## src/rtl/mem_ctrl_pkg.sv

```systemverilog
// Shared definitions for the MAR/MDR memory access sequencer:
// state encoding, requester identities and the default timeout.
package mem_ctrl_pkg;

    typedef enum logic [3:0] {
        ST_IDLE     = 4'd0,
        ST_LD_MAR   = 4'd1,
        ST_RD_WAIT  = 4'd2,
        ST_RD_LATCH = 4'd3,
        ST_RD_OUT   = 4'd4,
        ST_LD_MDR   = 4'd5,
        ST_WR_WAIT  = 4'd6,
        ST_WR_DONE  = 4'd7,
        ST_ABORT    = 4'd8
    } state_e;

    localparam logic OWNER_FETCH = 1'b0;
    localparam logic OWNER_DATA  = 1'b1;

    localparam int DEFAULT_TIMEOUT_CYCLES = 15;

endpackage

```

## src/rtl/rr_arb2.sv

```systemverilog
// Two-way round-robin arbiter: picks fetch or data when grant_en is high
// and remembers the owner; the pointer favours whoever was not granted last.
module rr_arb2
    import mem_ctrl_pkg::*;
(
    input  logic clk,
    input  logic clear,
    input  logic req_fetch,
    input  logic req_data,
    input  logic grant_en,
    output logic owner,
    output logic ptr
);

    logic owner_q, owner_d;
    logic ptr_q, ptr_d;

    // The pointer holds the owner value that wins a tie.
    always_comb begin
        owner_d = owner_q;
        ptr_d   = ptr_q;
        if (grant_en && (req_fetch || req_data)) begin
            if (req_fetch && req_data) begin
                owner_d = ptr_q;
            end else if (req_data) begin
                owner_d = OWNER_DATA;
            end else begin
                owner_d = OWNER_FETCH;
            end
            ptr_d = ~owner_d;
        end
    end

    always_ff @(posedge clk or negedge clear) begin
        if (!clear) begin
            owner_q <= OWNER_FETCH;
            ptr_q   <= OWNER_FETCH;
        end else begin
            owner_q <= owner_d;
            ptr_q   <= ptr_d;
        end
    end

    assign owner = owner_q;
    assign ptr   = ptr_q;

endmodule

```

## src/rtl/mem_access_ctrl.sv

```systemverilog
// Memory access sequencer: arbitrates fetch/data requests and steps the
// MAR/MDR/memory strobes through read or write sequences with a wait timeout.
module mem_access_ctrl
    import mem_ctrl_pkg::*;
#(
    parameter int TIMEOUT_CYCLES = DEFAULT_TIMEOUT_CYCLES,
    parameter int CNT_W          = 8
) (
    input  logic clk,
    input  logic clear,
    input  logic fetch_req,
    input  logic data_req,
    input  logic data_we,
    input  logic mem_ready,
    output logic grant_data,
    output logic busy,
    output logic MARin,
    output logic MDRin,
    output logic select,
    output logic MDRout,
    output logic mem_read,
    output logic mem_write,
    output logic fetch_done,
    output logic data_done,
    output logic err
);

    localparam logic [CNT_W-1:0] TIMEOUT_VAL = CNT_W'(TIMEOUT_CYCLES);
    localparam logic [CNT_W-1:0] CNT_MAX     = {CNT_W{1'b1}};

    state_e           state_q, state_d;
    logic             we_q, we_d;
    logic [CNT_W-1:0] cnt_q, cnt_d;
    logic             grant_en;
    logic             owner;
    logic             ptr;
    logic             data_wins;
    logic             wait_expired;

    assign grant_en = (state_q == ST_IDLE) && (fetch_req || data_req);

    rr_arb2 u_arb (
        .clk       (clk),
        .clear     (clear),
        .req_fetch (fetch_req),
        .req_data  (data_req),
        .grant_en  (grant_en),
        .owner     (owner),
        .ptr       (ptr)
    );

    // data_we is only meaningful when this grant goes to the data requester.
    assign data_wins = data_req && (!fetch_req || (ptr == OWNER_DATA));

    always_comb begin
        cnt_d = '0;
        if (state_q == ST_RD_WAIT || state_q == ST_WR_WAIT) begin
            cnt_d = (cnt_q == CNT_MAX) ? cnt_q : cnt_q + CNT_W'(1);
        end
    end

    assign wait_expired = (cnt_d == TIMEOUT_VAL);

    always_comb begin
        state_d = state_q;
        we_d    = we_q;
        case (state_q)
            ST_IDLE: begin
                if (grant_en) begin
                    state_d = ST_LD_MAR;
                    we_d    = data_wins && data_we;
                end
            end
            ST_LD_MAR:   state_d = we_q ? ST_LD_MDR : ST_RD_WAIT;
            ST_RD_WAIT: begin
                if (mem_ready) begin
                    state_d = ST_RD_LATCH;
                end else if (wait_expired) begin
                    state_d = ST_ABORT;
                end
            end
            ST_RD_LATCH: state_d = ST_RD_OUT;
            ST_RD_OUT:   state_d = ST_IDLE;
            ST_LD_MDR:   state_d = ST_WR_WAIT;
            ST_WR_WAIT: begin
                if (mem_ready) begin
                    state_d = ST_WR_DONE;
                end else if (wait_expired) begin
                    state_d = ST_ABORT;
                end
            end
            ST_WR_DONE:  state_d = ST_IDLE;
            ST_ABORT:    state_d = ST_IDLE;
            default:     state_d = ST_IDLE;
        endcase
    end

    always_ff @(posedge clk or negedge clear) begin
        if (!clear) begin
            state_q <= ST_IDLE;
            we_q    <= 1'b0;
            cnt_q   <= '0;
        end else begin
            state_q <= state_d;
            we_q    <= we_d;
            cnt_q   <= cnt_d;
        end
    end

    // Outputs depend only on registered state, so clear silences them at once.
    always_comb begin
        logic done;
        busy       = (state_q != ST_IDLE);
        grant_data = busy && (owner == OWNER_DATA);
        MARin      = (state_q == ST_LD_MAR);
        MDRin      = (state_q == ST_RD_LATCH) || (state_q == ST_LD_MDR);
        select     = (state_q == ST_RD_LATCH);
        MDRout     = (state_q == ST_RD_OUT);
        mem_read   = (state_q == ST_RD_WAIT) || (state_q == ST_RD_LATCH);
        mem_write  = (state_q == ST_WR_WAIT);
        err        = (state_q == ST_ABORT);
        done       = (state_q == ST_RD_OUT) || (state_q == ST_WR_DONE) ||
                     (state_q == ST_ABORT);
        fetch_done = done && (owner == OWNER_FETCH);
        data_done  = done && (owner == OWNER_DATA);
    end

endmodule

```

## config.mk

```make
export PLATFORM = sky130hd
export DESIGN_NAME = mem_access_ctrl
export DESIGN_NICKNAME = d
export VERILOG_FILES = /design/src/rtl/mem_ctrl_pkg.sv /design/src/rtl/rr_arb2.sv /design/src/rtl/mem_access_ctrl.sv
export SDC_FILE = /design/constraint.sdc
export NUM_CORES = 1
export LEC_CHECK = 0
export BUFFER_PORTS_ARGS = -buffer_cell sky130_fd_sc_hd__buf_4
export CAP_MARGIN = 0
export CORE_ASPECT_RATIO = 1.4
export CORE_MARGIN = 2
export CORE_UTILIZATION = 25
export DETAILED_ROUTE_END_ITERATION = 6
export GPL_TIMING_DRIVEN = 0
export SLEW_MARGIN = 25
export SYNTH_ARGS = -nofsm -noshare
export SYNTH_HDL_FRONTEND = slang
export SYNTH_SLANG_ARGS = --single-unit
```

## constraint.sdc

```tcl
create_clock -name clk -period 1.76 [get_ports clk]
set_input_delay 0.176 -clock clk [delete_from_list [all_inputs] [get_ports clk]]
set_output_delay 0.176 -clock clk [all_outputs]
set_load 0.01 [all_outputs]
```

## Yosys cells after proc, flatten, opt, wreduce, memory -nomap -nowiden

Cells that the tools add are included.

- Input bits: 6
- Bits in registers: 15
- Logic and storage cells: 49
- Output and inout bits: 11

- Muxes and demuxes: 11
- Eq/ne operators: 11
- Bitwise operators: 2
- Reduce and logical (&&, ||, !) cells: 19
- Add/sub/neg operators: 1

Operators with widths:

| cell | count |
|---|---|
| 4-bit one-hot mux with 6 select lines | 1 |
| 4-bit by 3-bit == test with 1-bit output, second input constant | 4 |
| 4-bit 2-to-1 mux | 4 |
| 8-bit 2-to-1 mux | 2 |
| 8-bit by 1-bit adder with 8-bit output, second input constant | 1 |
| 4-bit by 2-bit == test with 1-bit output, second input constant | 2 |
| 8-bit by 4-bit == test with 1-bit output, second input constant | 1 |
| 8-bit == test, second input constant | 1 |
| 1-bit logical AND | 8 |
| 1-bit logical OR | 7 |
| 4-bit by 1-bit == test with 1-bit output, second input constant | 1 |
| 4-bit == test, second input constant | 1 |
| 4-bit logical NOT | 1 |
| 4-bit nonzero test | 1 |
| 1-bit 2-to-1 mux | 3 |
| 3-bit 2-to-1 mux | 1 |
| 2-bit by 1-bit != test with 1-bit output, second input constant | 1 |
| 1-bit NOT | 2 |
| 2-bit AND reduction | 1 |
| 1-bit logical NOT | 1 |

## Longest topological paths before layout

Gate-level depths: netlist of run 1.

- Depth in word-level cells: 7
- Gate-level depth with buffers: 6
- Depth with buffers taken out: 6

## Cells and area by module

From an unflattened synthesis of run 1, not the netlist that was laid out.

- Cells, all modules: 100
- Area total of the unflattened synthesis: 924.6 µm²

By module, submodules not included:

| module | cells each | area each (µm²) | times used |
|---|---|---|---|
| mem_access_ctrl | 93 | 843.3 | 1 |
| rr_arb2 | 7 | 81.3 | 1 |

## Worst setup path before layout of run 1

Ideal clock, no wire load.

- Path kind: register -> register
- From: register cnt_q[0]
- To: register state_q[1]
- Stages on the path, launching flop included: 7
- Slack: -64 ps
- Data arrival time: 1692 ps
- Library setup time: 132 ps
- Clock period less this slack: 1824 ps
- Buffers on the path: 0
- Cell sequence: dfrtp_1 > ha_1 > and3_1 > a211o_1 > a211o_1 > nor3_2 > a221oi_2

- Longest elaborated chain between the ends: 7
- Elaborated cells on any way between the ends: 9

Ends and longest elaborated chain:

| what | line | RTL |
|---|---|---|
| start: declaration | mem_access_ctrl.sv:33 | `logic [CNT_W-1:0] cnt_q, cnt_d;` |
| start signal: assignment | mem_access_ctrl.sv:106 | `cnt_q <= cnt_d;` |
| 8-bit by 1-bit adder with 8-bit output or 8-bit == test (tied branches) | mem_access_ctrl.sv:58 | `cnt_d = (cnt_q == CNT_MAX) ? cnt_q : cnt_q + CNT_W'(1);` |
| 8-bit 2-to-1 mux * | mem_access_ctrl.sv:58 |  |
| 8-bit 2-to-1 mux * | mem_access_ctrl.sv:57 | `if (state_q == ST_RD_WAIT \|\| state_q == ST_WR_WAIT) begin` |
| 8-bit by 4-bit == test with 1-bit output * | mem_access_ctrl.sv:62 | `assign wait_expired = (cnt_d == TIMEOUT_VAL);` |
| 4-bit 2-to-1 mux * | -- |  |
| 4-bit 2-to-1 mux, on equally long branches | -- |  |
| 4-bit one-hot mux with 6 select lines * | -- |  |
| end signal: assignment | mem_access_ctrl.sv:104 | `state_q <= state_d;` |
| end: declaration | mem_access_ctrl.sv:31 | `state_e state_q, state_d;` |

Mark *: on every way between the ends. The rest lies on a longest branch, timed or not.
A chain may end at the register's enable or synchronous reset.

## Final worst setup path of run 1

- From: register cnt_q[1]
- To: register state_q[2]

The elaborated chain is that of the path after synthesis.

==> results of run 1 <==
kinds of logic after synthesis:
group / share of synthesized area
XOR/XNOR: 0.0358
flip-flops: 0.383
AO/OA/AOI/OAI: 0.190
AND/OR/NAND/NOR: 0.313
buffers and inverters: 0.0549
adder cells (fa/ha/maj): 0.0128
multiplexers: 0.0102
critical path: cells and delay by family (launching register included):
kind	cells	cell delay, ns
fa+ha+maj	1	0.20
simple gates	2	0.35
flops	1	0.43
compound gates	3	0.68
metrics by stage:
stage          total power, uW  TNS (ns)
3_3_place_gp              1330    -0.246
4_1_cts                   1690   -0.0912
5_1_grt                   1830    -0.259
3_5_place_dp              1350    -0.329
2_1_floorplan             1070         0
6_report                  1700   -0.0398
placed cells by master (no fill, tap or decap), types with 2 or more instances in the layout:
| cell type | instances |
|---|---|
| buf_4 | 24 |
| o21ai_0 | 2 |
| nand3_1 | 2 |
| nor2_1 | 6 |
| nor4_2 | 2 |
| and3_1 | 2 |
| dfrtp_2 | 2 |
| a211o_1 | 2 |
| and3_2 | 2 |
| xor2_1 | 3 |
| dfrtp_1 | 13 |
| buf_2 | 3 |
| inv_1 | 6 |
| and2_1 | 2 |
| nor2b_1 | 2 |
| a31oi_1 | 5 |
| and3_4 | 2 |
| clkbuf_8 | 3 |
| nand2_1 | 4 |
| nand2b_1 | 3 |
| a21oi_1 | 4 |
area by class of cell:
cell class / count / area share
Clock buffer: 3 / 0.0314
Clock inverter: 1 / 0.00380
Timing Repair Buffer: 24 / 0.139
Sequential cell: 15 / 0.287
Tap cell: 42 / 0.0399
Multi-Input combinational cell: 72 / 0.456
Inverter: 6 / 0.0171
Buffer: 5 / 0.0257
per-layer routing:
metal  up-vias  global-route usage
met1       427               0.129
met5         -                   0
met2        21               0.185
met3         2              0.0181
li1        420                   -
met4         0              0.0419
how the worst max path moves through the flow:
stage	startpoint	endpoint	slack [ns]	cells past startpoint
CTS	cnt_q[1]	state_q[1]	-0.06	6
global placement	cnt_q[0]	state_q[1]	-0.12	6
global route	cnt_q[1]	state_q[2]	-0.1	6
finish	cnt_q[1]	state_q[2]	-0.02	6
floorplan	cnt_q[0]	state_q[1]	0.02	6
detailed placement	cnt_q[0]	state_q[1]	-0.14	6
flip-flops by register name, indices dropped and copies added, names as in the netlist:
| signal | count |
|---|---|
| cnt_q | 8 |
| u_arb.ptr | 1 |
| we_q | 1 |
| state_q | 4 |
| u_arb.owner | 1 |
repair_timing:
item                                    4_1_cts  5_1_grt
resized for setup                             7        2
pin swaps                                     6        3
hold endpoints to repair                     15        0
setup buffers                                 6        1
endpoints found under the setup margin        6        9
hold buffers                                  1        0
where the power goes:
group	internal (uW)	switching, uW	total [uW]
clock network	156	118	275
logic	447	472	919
registers	432	70.9	502
==> out/results.ini, run 1 <==
[critical_path]
crit_path_end_kind=flip-flop
rr_startpoint=cnt_q[1]
crit_slowest_cell=dfrtp_1
r2r_slack_ns=-0.02
rr_worst_depth=6
critPathKind=reg -> reg
timing.rr.end=state_q[2]
crit_required_ns=1.88
arrival_ns=1.90
start_kind=flip-flop
path_cells=ha_4 -> and3_4 -> a211o_1 -> a211o_1 -> nor3_2 -> a21oi_1
cpPeakStageDelay_ns=0.43
crit_top_cell=a211o_1
path_max_fanout=6

[grt]
grt_max_degree=16
grt_pass1_vias=860
grt_usage=0.107
antenna_found_initial=0
grt_overflow=0
grt_pass1_wl_mm=3.86

[finish]
final-instance-count-excl-fill=168
fillers=406
multi_input_area_um2=601
diodes=0
regArea_um2=378
synthToLayoutAreaGrowth_pct=34.4
fin_nets=134
postLayoutCellArea_um2=1320
postLayoutCoreUtil=0.355
drive_above_1_share=0.437

[die]
initial_core_util=0.264
fp.dieW_um=56.9
core_area_um2=3710
die_h_um=78.1
ioPinCount=17
dieArea_um2=4440
fp-row-count=26

[routing]
routed_via_density=5.18
met1Wirelength_um=962
wl_met3_um=92
first_pass_iters=4
routed.top_layer=met4
wirelength_mm=2.22
wl_met2_mm=1.15
drtIter0Drc=14
routedWlPerCell_um=13.2
vias=870
ant_nets=0
drc=0

[clocking]
clock-sinks=15
cts_tree=done
cts_max_path_buffers=2
root_buffer=clkbuf_8
cts_max_level=1
clkTransAtPathRegs_ns=0.06
cts_made_buffers=3
insertion_delay_ns=0.24

[power_and_ir_drop]
ir_worst_vdd_mv=0.903
powerDensity_nw_per_um2=1290
power.leakage_uw=0.000556

[timing]
hold_ws_ns=0.143
fin_crit_ns=1.78
finClkSkew_ns=0.00315
layout_setup_ws_ns=-0.0206
final-setup-viol-count=2
fmax_mhz=562
max_slew_margin=0.673
finalHoldViolations=0
tightest_slew_ns=0.479
slew_violations=0
period_share=1.01
rsz0062_at_grt=true

[yosys]
avgSynthCellArea_um2=10.0
synth_top_area_share=0.383
synth-seq-cells=15
synth_commonest_cells=dfrtp_1, nor2_1, inv_1
syn_inst=98
ys_warn_count=0
seq_area_frac_synth=0.383
synth_most_common_cell=dfrtp_1
async_reset_ff_frac=1.00
synth_area_leaders=dfrtp_1, a31oi_1, a311oi_2, nor2_1, xor2_1
syn_nets=105
synthDistinctLibCells=43
yosysTopAreaCell=dfrtp_1
synth_edf_count=0
synthFlopType=dfrtp_1
synth_area_um2=980

[status]
violations=negative setup slack
status=finished, violations left

[job]
maxCapViolCount=0

[placement]
place_area_um2=1170
numPlacedInstances=156
pre_cts_ws_ns=-0.138
place.detailed.hpwl_mm=1.59
port_buffers=16
gp_congestion=0.788

[worst_hold_path]
hold_path_end=u_arb.owner
worstHoldStart=fetch_req
hold_path_depth=2
hp-class=in -> reg

(Power assumes the default switching activity.)
==> inputs of run 2 (changes only) <==
--- a/config.mk
+++ b/config.mk
@@ -7,3 +7,3 @@
 export LEC_CHECK = 0
-export BUFFER_PORTS_ARGS = -buffer_cell sky130_fd_sc_hd__buf_4
+export BUFFER_PORTS_ARGS = -buffer_cell sky130_fd_sc_hd__buf_2
 export CAP_MARGIN = 0
@@ -14,2 +14,3 @@
 export GPL_TIMING_DRIVEN = 0
+export SETUP_SLACK_MARGIN = 0.2
 export SLEW_MARGIN = 25
==> constraint.sdc (replaced) <==
create_clock -name clk -period 1.76 [get_ports clk]
set_input_delay 0.088 -clock clk [delete_from_list [all_inputs] [get_ports clk]]
set_output_delay 0.088 -clock clk [all_outputs]
set_load 0.01 [all_outputs]
==> run 2 against run 1 <==
Against the previous run:
- the flow now finishes without violations
- largest power group unchanged
- critical path type unchanged
- clock power about the same
- highest routed layer unchanged
- global-route usage up 0.29 points
- cell area up 7.6%
- largest cell class unchanged
==> out/results.ini, run 2 (synthesized netlist as in run 1, its figures left out) <==
[clocking]
insertion_delay_ns=0.24  ; about the same
cts_max_path_buffers=2  ; unchanged
cts_tree=done
clkTransAtPathRegs_ns=0.06  ; about the same
cts_made_buffers=3  ; unchanged
clock-sinks=15  ; unchanged
root_buffer=clkbuf_8
cts_max_level=1  ; unchanged

[die]
ioPinCount=17  ; unchanged
fp-row-count=26  ; unchanged
core_area_um2=3710  ; unchanged
dieArea_um2=4440  ; unchanged
fp.dieW_um=56.9  ; unchanged
die_h_um=78.1  ; unchanged
initial_core_util=0.264  ; unchanged

[grt]
grt_pass1_wl_mm=3.91  ; +1.1%
antenna_found_initial=0  ; unchanged
grtUsageMet1=0.135  ; +0.00564
grt_pass1_vias=866  ; +0.70%
busiest_layer=met2
use_met2=0.191  ; +0.00575
met3_usage=0.0148  ; -0.00329
grt_max_degree=16  ; unchanged
grt_usage=0.110  ; +0.00290
grt_overflow=0  ; unchanged

[finish]
final_common_cell=buf_2
fillers=392  ; -3.4%
multi_input_area_um2=678  ; +13%
diodes=0  ; unchanged
postLayoutCoreUtil=0.382  ; +0.0270
regMostFlops=cnt_q
regArea_um2=379  ; +0.33%
drive_above_1_share=0.504  ; +0.0673
largest_register_ffs=8  ; unchanged
final_cell_mix=buf_2, buf_4, dfrtp_1, nor2_1, inv_1
largest_registers=cnt_q (8), state_q (4)
synthToLayoutAreaGrowth_pct=44.6
fin_nets=139  ; +3.7%

[routing]
ant_nets=0  ; unchanged
drc=0  ; unchanged
routedWlPerCell_um=13.3  ; +0.79%
first_pass_iters=3  ; -1
routed_via_density=5.07  ; -2.1%
drtIter0Drc=9  ; -5
wirelength_mm=2.30  ; +3.8%
vias=877  ; +0.80%

[timing]
rsz0062_at_grt=true
fmax_mhz=574  ; +2.2%
period_share=0.990  ; -0.0217
finClkSkew_ns=0.00247  ; -0.000678 ns
fin_crit_ns=1.74  ; -0.0383 ns
hold_ws_ns=0.0752  ; -0.0678 ns
final-setup-viol-count=0  ; -2
slew_violations=0  ; unchanged
tightest_slew_ns=0.392  ; -0.0861 ns
finalHoldViolations=0  ; unchanged
max_slew_margin=0.738  ; +0.0652

[placement]
gp_congestion=0.764  ; -3.0%
place.detailed.hpwl_mm=1.60  ; +0.75%
port_buffers=16  ; unchanged

[job]
maxCapViolCount=0  ; unchanged

[critical_path]
crit_end=state_q[1]
rr_worst_depth=6  ; unchanged
r2r_slack_ns=0.02  ; +0.04 ns
critPathKind=reg -> reg
rr_startpoint=cnt_q[6]
cp-startpoint=cnt_q[6]
path_max_fanout=8  ; +2
start_kind=flip-flop
crit_required_ns=1.88  ; about the same
crit_path_end_kind=flip-flop
timing.rr.end=state_q[1]
arrival_ns=1.86  ; -0.04 ns

[status]
status=finished clean

[worst_hold_path]
hp-class=in -> reg

[power_and_ir_drop]
ir_worst_vdd_mv=0.792  ; -12%
powerDensity_nw_per_um2=1270  ; -1.8%
power.leakage_uw=0.000588  ; +5.8%

## run 2: area by class of cell
type,instances,share of cell area
timing repair buffer,29,0.136
buffer,5,0.0300
tap,42,0.0371
clock buffer,4,0.0318
multi-input combinational,72,0.479
inverter,6,0.0186
sequential,15,0.268
## run 2: worst min-delay path by stage
stage / start / depth (start not counted) / end / slack (ns)
2_1_floorplan: clear / 0 / cnt_q[0] / -0.21
3_3_place_gp: clear / 1 / u_arb.owner / 0.01
3_5_place_dp: clear / 1 / u_arb.ptr / 0.02
4_1_cts: fetch_req / 2 / u_arb.owner / 0.07
5_1_grt: fetch_req / 2 / u_arb.owner / 0.11
6_report: fetch_req / 2 / u_arb.owner / 0.08
## run 2: what timing repair did
action,4_1_cts,5_1_grt
gates resized for setup,9,16
hold buffers,1,0
endpoints found under the setup margin,10,8
endpoints found under the hold margin,15,0
pin swaps,5,5
buffers inserted,6,6
cloned,0,0
## run 2: per-stage QoR
| stage | power [uW] | setup TNS [ns] | cells | worst slack [ns] | instance area [um2] |
|---|---|---|---|---|---|
| after floorplan | 1070 | 0 | 98 | 0.0439 | 1010 |
| after global placement | 1270 | -0.126 | 156 | -0.0671 | 1140 |
| after detailed placement | 1290 | -0.149 | 156 | -0.0776 | 1140 |
| after CTS | 1680 | -0.0332 | 167 | -0.0256 | 1290 |
| after global routing | 1940 | -0.106 | 173 | -0.0546 | 1420 |
| final | 1790 | 0 | 173 | 0.0176 | 1420 |
## run 2: worst max-delay path, stage by stage, from the launching register on
cell and delay (ns):
dfrtp_2 0.44, and4_4 0.20, buf_6 0.13, a211o_1 0.29
a211o_1 0.31, nor3_4 0.15, a221oi_2 0.09
## run 2: routing by layer
layer  part of all wire  vias up
met4              0.013        0
met2               0.53       19
met3              0.030        4
li1                   -      434
met5                  0        -
met1               0.43      420
## run 2: power by group
part	internal [uW]	switching [uW]
combinational	495	522
clock	160	114
sequential	432	69.1
==> inputs of run 3 (changes only) <==
- CORE_UTILIZATION: 25 -> 45
- PLACE_DENSITY: unset -> 0.69
==> run 3 against run 2 <==
Against the previous run:
- the run now ends with negative setup slack left
- worst hold slack lost 0.033 ns
- sequential share of layout area is 0.095 points higher
- register-to-register slack worse by 0.09 ns
- global-route usage rose by 10 points
- first-iteration DRC count is 100% higher
- die area is 42% lower
- via count grew 2.6%
- clock skew grew 0.0042 ns
- wire length is 14% higher
- non-clock buffer count rose by 4
- sequential power is 3% higher
- largest cell class unchanged
- largest power group unchanged
==> out/results.ini, run 3 (synthesized netlist as in run 1, its figures left out) <==
[timing]
fmax_mhz=545  ; -5.1%
max_slew_margin=0.689  ; -0.0488
tightest_slew_ns=0.465  ; +0.0730 ns
fin_crit_ns=1.84  ; +0.0931 ns
final-setup-viol-count=3  ; +3
finClkSkew_ns=0.00665  ; +0.00418 ns
slew_violations=0  ; unchanged
finalHoldViolations=0  ; unchanged
final.setup.tns_ns=-0.148  ; -0.148 ns
layout_setup_ws_ns=-0.0755  ; -0.0931 ns
rsz0062_at_grt=true
period_share=1.04  ; +0.0529

[job]
maxCapViolCount=0  ; unchanged

[finish]
postLayoutCellArea_um2=1410  ; -0.35%
synthToLayoutAreaGrowth_pct=44.1
largest_registers=cnt_q (8), state_q (4)
final_common_cell=buf_2
final_cell_mix=buf_2, buf_4, dfrtp_1, buf_6, nor2_1
diodes=0  ; unchanged
drive_above_1_share=0.519  ; +0.0147
fin_nets=143  ; +2.9%
largest_register_ffs=8  ; unchanged
final-instance-count-excl-fill=157  ; -9.2%
regMostFlops=cnt_q

[critical_path]
crit_required_ns=1.96  ; +0.08 ns
crit_path_end_kind=flip-flop
path_max_fanout=5  ; -3
start_kind=flip-flop
arrival_ns=2.03  ; +0.17 ns
critPathKind=reg -> reg

[grt]
grt_usage=0.211  ; +0.101
grt_max_degree=16  ; unchanged
grt_pass1_wl_mm=3.92  ; +0.36%
grt_overflow=0  ; unchanged
antenna_found_initial=0  ; unchanged
grt_pass1_vias=826  ; -4.6%

[die]
core_area_um2=2130  ; -43%
fp-row-count=20  ; -23%
dieArea_um2=2570  ; -42%
die_h_um=59.2  ; -24%
ioPinCount=17  ; unchanged
initial_core_util=0.461  ; +0.196
fp.dieW_um=43.4  ; -24%

[clocking]
clkTransAtPathRegs_ns=0.09  ; +0.03 ns
insertion_delay_ns=0.29  ; +0.05 ns
clock-sinks=15  ; unchanged
cts_made_buffers=3  ; unchanged
cts_max_level=1  ; unchanged
cts_max_path_buffers=2  ; unchanged
cts_tree=done
root_buffer=clkbuf_4

[power_and_ir_drop]
ir_worst_vdd_mv=1.21  ; +53%
p_total_uw=1840  ; +2.4%
power.leakage_uw=0.000604  ; +2.7%
powerDensity_nw_per_um2=1300  ; +2.8%

[routing]
drc=0  ; unchanged
first_pass_iters=4  ; +1
vias=900  ; +2.6%
routed_via_density=5.73  ; +13%
wirelength_mm=2.61  ; +14%
drtIter0Drc=18  ; +9
routedWlPerCell_um=16.6  ; +25%
ant_nets=0  ; unchanged

[placement]
place.detailed.hpwl_mm=1.58  ; -1.3%
numPlacedInstances=136  ; -13%
port_buffers=16  ; unchanged
place_area_um2=1110  ; -2.2%
gp_congestion=0.754  ; -1.3%

[status]
status=finished, violations left
violations=negative setup slack

[worst_hold_path]
hp-class=in -> reg

## run 3: cell count changes in the layout (fill, tap and decap cells not counted), sizes merged
cell    previous run  this run
buf               32        37
clkbuf             5         4
## run 3: path summary, 6_finish.rpt
kind,start,to,slack [ns],cells past startpoint
min reg2reg,u_arb.ptr,u_arb.ptr,0.53,1
min,fetch_req,u_arb.owner,0.04,2
max in group asynchronous,clear,cnt_q[5],1.26,2
max,cnt_q[0],state_q[1],-0.08,6
min in group asynchronous,clear,cnt_q[1],0.22,2
max reg2reg,cnt_q[0],state_q[1],-0.08,6
## run 3: repair_timing
action                                  CTS  global route
setup buffers                             4            12
endpoints found under the hold margin    15             0
pin swaps                                 5             5
endpoints found under the setup margin   10            11
gates resized for setup                  19            10
hold buffers                              1             0
## run 3: through the flow
step	hold WS, ns	utilization	setup slack, ns
2_1_floorplan	-0.208	-	0.0439
3_3_place_gp	0.00725	0.524	-0.0720
3_5_place_dp	0.00938	0.524	-0.0982
4_1_cts	0.0363	0.598	-0.0192
5_1_grt	0.0405	0.664	-0.138
6_report	0.0422	0.664	-0.0755
## run 3: where the power goes
part           switching [uW]  internal (uW)  total [uW]  leakage, uW
combinational             567            552        1120     0.000395
clock                     113           88.3         201    0.0000150
sequential               82.7            433         516     0.000193
total                     762           1070        1840     0.000604
## run 3: critical path, stage by stage (launching register included)
cell      delay [ns]
dfrtp_2         0.46
ha_4            0.19
and3_4          0.19
and3_4          0.18
a311oi_4        0.36
nor3_4          0.09
a221oi_2        0.27
## run 3: metal layers
metal,track usage,routed length (um)
met5,0,0
met4,0.0909,35
met3,0.0457,78
met2,0.362,1450
met1,0.250,1050
## run 3: cell type report
type	count	area [um2]
fillers	173	716
multi-input cells	72	682
flip-flops and latches	15	379
repair buffers	33	218
plain buffers	5	52.6
well taps	22	27.5
clock buffers	4	26.3
inverters	6	26.3
